`config.mk`:
```
export PLATFORM = sky130hd
export DESIGN_NAME = down_counter_timer
export DESIGN_NICKNAME = d
export VERILOG_FILES = /design/src/rtl/counter_pkg.sv /design/src/rtl/tff_cell.sv /design/src/rtl/down_counter_timer.sv
export SDC_FILE = /design/constraint.sdc
export NUM_CORES = 1
export LEC_CHECK = 0
export ABC_AREA = 0
export BUFFER_PORTS_ARGS = -buffer_cell sky130_fd_sc_hd__buf_2
export CAP_MARGIN = 20
export CORE_UTILIZATION = 35
export DETAILED_ROUTE_END_ITERATION = 6
export PLACE_DENSITY = 0.54
export SYNTH_ARGS = -nofsm -noshare
export SYNTH_HDL_FRONTEND = slang
export SYNTH_HIERARCHICAL = 1
export SYNTH_SLANG_ARGS = --single-unit
```
`constraint.sdc`:
```
create_clock -name clk -period 1.9 [get_ports clk]
set_clock_uncertainty 0.15 [all_clocks]
set_input_delay 0.19 -clock clk [delete_from_list [all_inputs] [get_ports clk]]
set_output_delay 0.19 -clock clk [all_outputs]
set_load 0.01 [all_outputs]
```
`src/rtl/counter_pkg.sv`:
```
// Shared definitions for the counter library: FSM state encoding and default width.
package counter_pkg;

  typedef enum logic {
    IDLE  = 1'b0,
    COUNT = 1'b1
  } state_t;

  localparam int unsigned DEFAULT_WIDTH = 4;

endpackage : counter_pkg

```
`src/rtl/tff_cell.sv`:
```
// One counter bit: toggle flip-flop with synchronous parallel load (load wins over toggle).
module tff_cell (
  input  logic clk,
  input  logic clear,
  input  logic t,
  input  logic ld,
  input  logic d,
  output logic q
);

  always_ff @(posedge clk or posedge clear) begin
    if (clear) begin
      q <= 1'b0;
    end else if (ld) begin
      q <= d;
    end else if (t) begin
      q <= ~q;
    end
  end

endmodule : tff_cell

```
`src/rtl/down_counter_timer.sv`:
```
// Programmable down-counter/timer: load, count to zero, pulse tc, optional periodic reload.
module down_counter_timer
  import counter_pkg::*;
#(
  parameter int unsigned WIDTH = DEFAULT_WIDTH
) (
  input  logic             clk,
  input  logic             clear,
  input  logic             load,
  input  logic [WIDTH-1:0] load_val,
  input  logic             start,
  input  logic             stop,
  input  logic             auto_reload,
  output logic [WIDTH-1:0] q,
  output logic             busy,
  output logic             tc
);

  state_t           state, state_nx;
  logic [WIDTH-1:0] reload;
  logic [WIDTH-1:0] ld_data;
  logic [WIDTH-1:0] t;
  logic             ld_q;
  logic             dec;
  logic             tc_nx;
  logic             q_zero;
  logic             q_one;

  assign q_zero = (q == '0);
  assign q_one  = (q == WIDTH'(1));

  always_ff @(posedge clk or posedge clear) begin
    if (clear) begin
      state  <= IDLE;
      reload <= '0;
      tc     <= 1'b0;
    end else begin
      state <= state_nx;
      tc    <= tc_nx;
      if (load) begin
        reload <= load_val;
      end
    end
  end

  always_comb begin
    state_nx = state;
    tc_nx    = 1'b0;
    ld_q     = 1'b0;
    ld_data  = load_val;
    dec      = 1'b0;
    if (load) begin
      ld_q     = 1'b1;
      state_nx = IDLE;
    end else if (stop) begin
      state_nx = IDLE;
    end else if (state == IDLE) begin
      if (start && !q_zero) begin
        state_nx = COUNT;
      end
    end else if (!q_zero) begin
      dec = 1'b1;
      if (q_one) begin
        tc_nx = 1'b1;
        if (!auto_reload) begin
          state_nx = IDLE;
        end
      end
    end else begin
      // Zero is only reachable in COUNT on the periodic path: restart from reload.
      ld_q    = 1'b1;
      ld_data = reload;
      if (reload == '0) begin
        state_nx = IDLE;
      end
    end
  end

  // Borrow propagate: a bit toggles when every lower bit is 0.
  always_comb begin
    t[0] = dec;
    for (int unsigned i = 1; i < WIDTH; i++) begin
      t[i] = t[i-1] & ~q[i-1];
    end
  end

  for (genvar g = 0; g < WIDTH; g++) begin : g_bit
    tff_cell u_cell (
      .clk   (clk),
      .clear (clear),
      .t     (t[g]),
      .ld    (ld_q),
      .d     (ld_data[g]),
      .q     (q[g])
    );
  end

  assign busy = (state == COUNT);

endmodule : down_counter_timer
```
Word level (Yosys, flattened, before mapping)
Index checks and enable logic that the tools add are counted.
{"block": "word_totals", "wordCells": 56, "output_inout_bits": 6, "register_bits": 10, "input_bits": 10}
{"block": "classes", "reduce_logical": 8, "bitwise": 7, "mux": 33, "n_eq_ne": 1}
{"operator": "two-way mux 1 bit", "count": 29}
{"operator": "two-way mux 4 bit", "count": 4}
{"operator": "zero test 4 bit", "count": 2}
{"operator": "nonzero test 2 bit", "count": 4}
{"operator": "equality test 4 x 1 -> 1 bit (second input constant)", "count": 1}
{"operator": "inverter 1 bit", "count": 4}
{"operator": "bitwise AND 1 bit", "count": 3}
{"operator": "logical AND 1 bit", "count": 1}
{"operator": "zero test 1 bit", "count": 1}

Logic depth before layout (Yosys ltp)
Gate-level depths: netlist (run 1).
{"block": "logic_depth", "depth_word": 10, "ltp_mapped": 6}

Hierarchy
The synthesis (run 1) kept the hierarchy.
{"module": "down_counter_timer", "cells_each": 36, "seq_area_each_um2": 150.1, "n_inst": 1, "area_each_um2": 415.4}
{"module": "tff_cell", "cells_each": 5, "seq_area_each_um2": 25.0, "n_inst": 4, "area_each_um2": 46.3}

Worst setup path before layout (run 1)
No wires, ideal clock.
{"block": "synth_timing", "path_type": "register to register", "start": "register g_bit[3].u_cell.q", "end": "register g_bit[0].u_cell.q", "arrival_time_ns": 1.334, "path_buffers": 0, "setup_slack_ns": 0.293, "stages_incl_launch_ff": 6, "setup_ns": 0.123, "synth_period_minus_slack_ns": 1.607, "path_cell_list": "dfrtp_1 > nor4_4 > nand2_4 > mux2_4 > nand2_1 > o21ai_1"}
{"block": "synth_between", "elab_chain_len": 6}
{"element": "start: declaration", "line": "tff_cell.sv:8", "rtl": "output logic q"}
{"element": "start signal: assignment", "line": "tff_cell.sv:17", "rtl": "q <= ~q;"}
{"element": "zero test 4 bit", "line": "down_counter_timer.sv:29", "rtl": "assign q_zero = (q == '0);"}
{"element": "two-way mux 4 bit", "line": "down_counter_timer.sv:61", "rtl": "end else if (!q_zero) begin"}
{"element": "two-way mux 4 bit", "line": "down_counter_timer.sv:57", "rtl": "end else if (state == IDLE) begin"}
{"element": "two-way mux 4 bit", "line": "down_counter_timer.sv:55", "rtl": "end else if (stop) begin"}
{"element": "two-way mux 4 bit", "line": "down_counter_timer.sv:52", "rtl": "if (load) begin"}
{"element": "via ld_data[0]", "line": "down_counter_timer.sv:21", "rtl": "logic [WIDTH-1:0] ld_data;"}
{"element": "two-way mux 1 bit", "line": "tff_cell.sv:14", "rtl": "end else if (ld) begin"}
{"element": "end signal: assignment", "line": "tff_cell.sv:17"}
{"element": "end: declaration", "line": "tff_cell.sv:8"}
The timed path passes the listed nets, and every way through them passes these cells.
A chain may end at the register's enable or synchronous reset.

Worst setup path in the final report (run 1)
{"block": "layout_timing", "start": "register g_bit[2].u_cell.q", "end": "register g_bit[0].u_cell.q"}
{"block": "layout_between", "elab_chain_len": 6}
{"element": "start: declaration", "line": "tff_cell.sv:8"}
{"element": "start signal: assignment", "line": "tff_cell.sv:17"}
{"element": "zero test 4 bit", "line": "down_counter_timer.sv:29"}
{"element": "two-way mux 4 bit", "line": "down_counter_timer.sv:61"}
{"element": "two-way mux 4 bit", "line": "down_counter_timer.sv:57"}
{"element": "two-way mux 4 bit", "line": "down_counter_timer.sv:55"}
{"element": "two-way mux 4 bit", "line": "down_counter_timer.sv:52"}
{"element": "via ld_data[0]", "line": "down_counter_timer.sv:21"}
{"element": "two-way mux 1 bit", "line": "tff_cell.sv:14"}
The timed path passes the listed nets, and every way through them passes these cells.

==> impl_metrics.tcl, run 1 <==
set metrics [dict create \
    outcome "complete, but fails checks" \
    violations "design-rule violations" \
    drc 5 \
    gp_congestion 0.760 \
    arrival_ns 1.67 \
    ys_types 21 \
    finalCriticalPeriod_ns 1.67 \
    synthAdderAreaFrac 0 \
    synth-compound-area-share 0.0750 \
    antenna_left 0 \
    maxCapViolCount 0 \
    critPathKind "flop to flop" \
    rsz0062_at_grt "no" \
    min_period_over_period 0.879 \
    wl_per_cell_um 12.4 \
    path_max_fanout 5 \
    antenna_found_initial 0 \
    synth_cells 56 \
    grt.overflow.total 0 \
    grt_usage 0.140 \
    place_area_um2 692 \
    switching_share 0.279 \
    ys_ff_latch 10 \
    via_per_inst 5.04 \
    fmax_ghz 0.599 \
    core_um2 1560 \
    final.setup.tns_ns 0 \
    num-nets-final 87 \
    cts_buffers 3 \
    io_buffer_count 15 \
    num_rows 14 \
    p_sw_uw 138 \
    power.leakage_uw 0.000379 \
    yosysSeqAreaShare 0.417 \
    post-place-ws_ns 0.223 \
    synthMuxAreaShare 0.175 \
    synth_xor_area_frac 0.0583 \
    area.growth.synth_to_final_pct 20.6 \
    n_antenna_cell 0 \
    holdBufCountCts 1 \
    max_slew_margin 0.778 \
    layout-drive-gt1-share 0.427 \
    die_w_um 43.4 \
    postCtsResizedCells 0 \
    syn_nets 66 \
    start_util 0.385 \
    drtIter0Drc 13 \
    max_slew.worst_pin.slew_ns 0.331 \
    dp_hpwl_um 893 \
    synth-simple-area-share 0.206 \
    cts_setup_buffers 0 \
    power.share.clock 0.287 \
    final_util 0.465 \
    cts.sinks 10 \
    cts_buffer_depth 2 \
    routed_wl_um 1130 \
    cts_tree "yes" \
    path_clk_slew_ns 0.07 \
    num_vias 459 \
    cellPowerDensity_nw_per_um2 682 \
    root_buffer "clkbuf_4" \
    total_power_uw 494 \
    insertion_delay_ns 0.26 \
    ioPinCount 16 \
    grt_pass1_vias 425 \
    synth_top_family_by_area "simple AND/OR/NAND/NOR gates" \
    required_ns 1.90 \
    synth_area_um2 601 \
    setup_viol_count_final 0 \
    final_max_slew_viol_count 0 \
    grt_pass1_wl_um 1870 \
    sequentialPowerShare 0.515 \
    setup_slack_ns 0.230 \
    floorplan.die_area_um2 1890 \
    hold_viol_final 0 \
    endpoint_kind "flop" \
    internal_power_uw 356 \
    grt_max_degree 9 \
    hold_class "primary input to flop" \
    ir_drop_mv 0.322 \
    final_area_um2 724 \
    die-height_um 43.4 \
    pwr-share-comb 0.198 \
    dr.pass1.iters 5 \
    avgSynthCellArea_um2 10.7 \
    ys_warn_count 6 \
    cts_max_level 1 \
    worstSetupStartpointType "flop" \
]
-- cells in the final DEF (no fill, tap or decap), drive strengths merged --
cell type    Yosys  routed
a31o             1       1
a31oi            1       1
and3             1       1
and4b            1       1
buf              1      16
clkbuf           0       3
dfrtp           10      10
dlygate4sd3      0       1
inv              8       8
mux2             8       8
nand2            5       5
nand2b           1       1
nor2             3       3
nor3             2       2
nor3b            1       1
nor4             2       2
o21ai            6       6
or3              1       1
xnor2            4       4
-- cells in the mapped netlist --
cell | instances | share of area
mux2_2 | 4 | 0.075
a31oi_1 | 1 | 0.010
buf_6 | 1 | 0.019
nor3b_4 | 1 | 0.031
nand2b_1 | 1 | 0.010
nand2_4 | 1 | 0.019
or3_1 | 1 | 0.010
nor4_1 | 1 | 0.010
and4b_2 | 1 | 0.019
nor4_4 | 1 | 0.035
dfrtp_1 | 10 | 0.42
o21ai_0 | 2 | 0.017
nor2_1 | 3 | 0.019
and3_1 | 1 | 0.010
o21ai_1 | 4 | 0.033
nand2_1 | 4 | 0.025
inv_1 | 8 | 0.050
mux2_4 | 4 | 0.10
nor3_1 | 2 | 0.017
a31o_2 | 1 | 0.015
xnor2_1 | 4 | 0.058
-- registers in the layout, summed over array words and instances, names as in the netlist --
signal          count
g_bit.u_cell/q      4
tc                  1
reload              4
busy                1
-- final cells by class --
class	instances	area (µm²)
Tap cell	16	20.0
Multi-Input combinational cell	37	309
Inverter	8	30.0
Timing Repair Buffer	17	92.6
Clock buffer	3	22.5
Fill cell	161	835
Sequential cell	10	250
-- worst max-delay path, stage by stage, from the launching register on --
cell and delay, ns:
dfrtp_1 0.45, nor4_4 0.39, nand2_4 0.13, mux2_4 0.32
nand2_1 0.06, o21ai_1 0.05
-- through the flow --
stage / std cells / hold slack [ns]
global route: 91 / 0.0282
floorplan: 56 / -0.231
detailed placement: 87 / -0.0788
CTS: 91 / 0.0210
global placement: 87 / -0.0776
finish: 91 / 0.0302
-- cells by family (layout without fill, tap and decap cells) --
group / count (synthesis) / count (layout)
buffers and inverters: 9 / 28
AO/OA/AOI/OAI: 8 / 8
XOR/XNOR: 4 / 4
AND/OR/NAND/NOR: 17 / 17
multiplexers: 8 / 8
flip-flops: 10 / 10
-- final timing paths --
kind / start / endpoint / slack [ns] / depth (start not counted)
worst max-delay path: g_bit[2].u_cell/q$_DFFE_PP0P_ / g_bit[0].u_cell/q$_DFFE_PP0P_ / 0.23 / 5
worst min-delay path: load_val[3] / reload[3]$_DFFE_PP0P_ / 0.03 / 2
worst max register to register: g_bit[2].u_cell/q$_DFFE_PP0P_ / g_bit[0].u_cell/q$_DFFE_PP0P_ / 0.23 / 5
worst min register to register: reload[1]$_DFFE_PP0P_ / reload[1]$_DFFE_PP0P_ / 0.38 / 1
max in group asynchronous: clear / busy$_DFF_PP0_ / 1.10 / 3
min in group asynchronous: clear / g_bit[2].u_cell/q$_DFFE_PP0P_ / 0.19 / 3
-- routing by layer --
layer / track usage / wire (µm) / vias to the layer above
met1: 0.171 / 512 / 211
met4: 0.0188 / 8 / 0
li1: - / - / 231
met5: 0 / 0 / -
met2: 0.227 / 539 / 15
met3: 0.0750 / 65 / 2
-- power groups by stage --
stage	Sequential, µW	Combinational [µW]	Clock, µW
after floorplan	263	56.5	0
after global placement	258	96.7	0
after detailed placement	259	97.1	0
after CTS	255	99.1	151
after global routing	258	109	158
final	255	97.8	142
Note: power is estimated with default switching activity, not from simulation.
==> run 2, diff against run 1 <==
--- a/config.mk
+++ b/config.mk
@@ -5,12 +5,14 @@
 export SDC_FILE = /design/constraint.sdc
 export NUM_CORES = 1
 export LEC_CHECK = 0
-export ABC_AREA = 0
+export ABC_AREA = 1
 export BUFFER_PORTS_ARGS = -buffer_cell sky130_fd_sc_hd__buf_2
 export CAP_MARGIN = 20
 export CORE_UTILIZATION = 35
+export CTS_BUF_LIST = sky130_fd_sc_hd__clkbuf_4
 export DETAILED_ROUTE_END_ITERATION = 6
-export PLACE_DENSITY = 0.54
+export PLACE_DENSITY = 0.53
+export SKIP_LAST_GASP = 1
 export SYNTH_ARGS = -nofsm -noshare
 export SYNTH_HDL_FRONTEND = slang
 export SYNTH_HIERARCHICAL = 1
==> run 2 against run 1 <==
- non-clock buffer count stayed put
- largest cell class unchanged
- via count is 32% higher
- highest routed layer unchanged
- the flow now finishes without violations
- synthesized cell count is 73% higher
- design area is 12% higher
- hold slack worse by 0.015 ns
- setup slack better by 0.087 ns
- fmax is 5.5% higher
- largest power group unchanged
- count of clock-buffer cells in the layout stayed put
==> impl_metrics.tcl, run 2 <==
set metrics [dict create \
    outcome "finished clean" \
    synth_top_cell_area_share 0.375 \
    cpMaxStageDelayCell "dfrtp_1" \
    io_buffer_count 15 \
    place_area_um2 781 \
    setup_viol_count_final 0 \
    core_um2 1760 \
    multi_input_area_um2 323 \
    finalCriticalPeriod_ns 1.58 \
    worstSetupStartpointType "flop" \
    root_buffer "clkbuf_4" \
    synth_area_um2 667 \
    rsz0062_at_grt "no" \
    ioPinCount 16 \
    wl_per_cell_um 9.88 \
    floorplan.die_area_um2 2080 \
    maxCapViolCount 0 \
    grt_usage 0.159 \
    insertion_delay_ns 0.26 \
    ys_types 17 \
    cts_tree "yes" \
    min_period_over_period 0.833 \
    drtIter0Drc 14 \
    fillers 214 \
    grt_pass1_wl_um 2300 \
    antenna_found_initial 0 \
    die_w_um 45.7 \
    synth_commonest_cells "26 x nand2_1, 24 x inv_1, 13 x o21ai_0, 10 x dfrtp_1, 6 x nor2_1" \
    layout_commonest_cell "nand2_1" \
    cpPeakStageDelay_ns 0.43 \
    cts_buffer_depth 2 \
    cp_num_buf_inv 1 \
    hold_class "primary input to flop" \
    start_util 0.378 \
    max_slew.worst_pin.slew_ns 0.263 \
    syn_nets 107 \
    cts_max_level 1 \
    grt.overflow.total 0 \
    hold_viol_final 0 \
    final_cell_mix "26 x nand2_1, 24 x inv_1, 15 x buf_2" \
    synth-edff-count 0 \
    total_power_uw 542 \
    yosysMostFrequentCell "nand2_1" \
    routed_wl_um 1400 \
    power.leakage_uw 0.000481 \
    die-height_um 45.7 \
    drc 0 \
    synth_cells 97 \
    critPathKind "flop to flop" \
    dr.pass1.iters 4 \
    reg_top3 "g_bit.u_cell/q (4), reload (4)" \
    cts.sinks 10 \
    crit_family "simple AND/OR/NAND/NOR gates" \
    postCtsResizedCells 0 \
    grt_max_degree 13 \
    via_per_inst 4.28 \
    cellPowerDensity_nw_per_um2 667 \
    ff_latch_area_um2 250 \
    synth_ff_type "dfrtp_1" \
    final_area_um2 813 \
    n_antenna_cell 0 \
    avgSynthCellArea_um2 6.88 \
    yosysSeqAreaShare 0.375 \
    grt_pass1_vias 523 \
    synth_area_leaders "dfrtp_1 38%, nand2_1 15%, inv_1 14%" \
    cts_buffers 3 \
    ys_warn_count 6 \
    fmax_ghz 0.632 \
    required_ns 1.95 \
    arrival_ns 1.64 \
    final_max_slew_viol_count 0 \
    path_max_fanout 12 \
    num_vias 608 \
    ir_drop_mv 0.274 \
    gp_congestion 0.730 \
    num_rows 15 \
    worstPathCellList "nor2_2 -> nand2_4 -> o21ai_0 -> buf_4 -> nand2_1 -> o21ai_0 -> nand2_1 -> nand2_1" \
    antenna_left 0 \
    ys_ff_latch 10 \
    synthArstFlopShare 1.00 \
    final.setup.tns_ns 0 \
    area.growth.synth_to_final_pct 22.0 \
    endpoint_kind "flop" \
    crit_top_cell "nand2_1" \
    max_slew_margin 0.825 \
    yosysTopAreaCell "dfrtp_1" \
    num-nets-final 129 \
    dp_hpwl_um 1100 \
    path_clk_slew_ns 0.07 \
    layout-drive-gt1-share 0.248 \
]
[run 2: cell count changes after synthesis, moves of 2 or more]
cell     change
mux2_2       -4
xnor2_1      -4
nor2_2       +2
nand3_1      +5
mux2_4       -4
nand2_1     +22
o21ai_1      -4
a21oi_1      +2
inv_1       +16
o21ai_0     +11
nor2_1       +3
[run 2: power by group]
part           internal (µW)  total (µW)  switching [µW]
clock                   73.1         149            75.9
combinational           50.9         131            80.0
sequential               234         262            27.9
total                    358         542             184
[run 2: layer usage]
layer	routed length, µm	part of all wire	GRT usage	up-vias
li1	-	-	-	334
met1	722	0.51	0.219	261
met2	621	0.44	0.243	11
met3	46	0.033	0.0238	2
met4	12	0.0086	0.0727	0
met5	0	0	0	-
[run 2: repair_timing]
item / in CTS / in global routing
setup buffers: 0 / 0
hold buffers: 1 / 0
hold endpoints to repair: 10 / 0
[run 2: cells by family after synthesis]
family                 after synthesis  synth area share
DFF                                 10             0.375
AOI/OAI and AO/OA                   16             0.126
buffers and inverters               25             0.141
and+or+nand+nor                     46             0.358
[run 2: cell type report]
class,instances,share of cell area
Tap cell,25,0.0385
Clock buffer,3,0.0277
Multi-Input combinational cell,62,0.397
Sequential cell,10,0.308
Inverter,25,0.115
Timing Repair Buffer,17,0.114
[run 2: final timing paths]
| kind | to | startpoint | cells after the start | slack (ns) |
|---|---|---|---|---|
| min in group asynchronous | g_bit[2].u_cell/q$_DFFE_PP0P_ | clear | 3 | 0.20 |
| hold reg to reg | reload[2]$_DFFE_PP0P_ | reload[2]$_DFFE_PP0P_ | 2 | 0.37 |
| hold / removal | reload[1]$_DFFE_PP0P_ | load_val[1] | 3 | 0.01 |
| setup reg to reg | g_bit[1].u_cell/q$_DFFE_PP0P_ | g_bit[0].u_cell/q$_DFFE_PP0P_ | 8 | 0.32 |
| setup / recovery | g_bit[1].u_cell/q$_DFFE_PP0P_ | g_bit[0].u_cell/q$_DFFE_PP0P_ | 8 | 0.32 |
| max in group asynchronous | busy$_DFF_PP0_ | clear | 3 | 1.10 |
[run 2: metrics by stage]
| step | hold slack (ns) | worst slack, ns | instances | utilization |
|---|---|---|---|---|
| 4_1_cts | 0.0106 | 0.299 | 142 | 0.461 |
| 5_1_grt | 0.0375 | 0.190 | 142 | 0.461 |
| 2_1_floorplan | -0.231 | 0.0130 | 97 | - |
| 6_report | 0.0147 | 0.317 | 142 | 0.461 |
| 3_5_place_dp | -0.0669 | 0.317 | 138 | 0.443 |
| 3_3_place_gp | -0.0675 | 0.393 | 138 | 0.443 |
[run 2: worst min-delay path, cell delays in order]
cell and delay, ns:
buf_2 0.10, nand2_1 0.05, o21ai_0 0.06
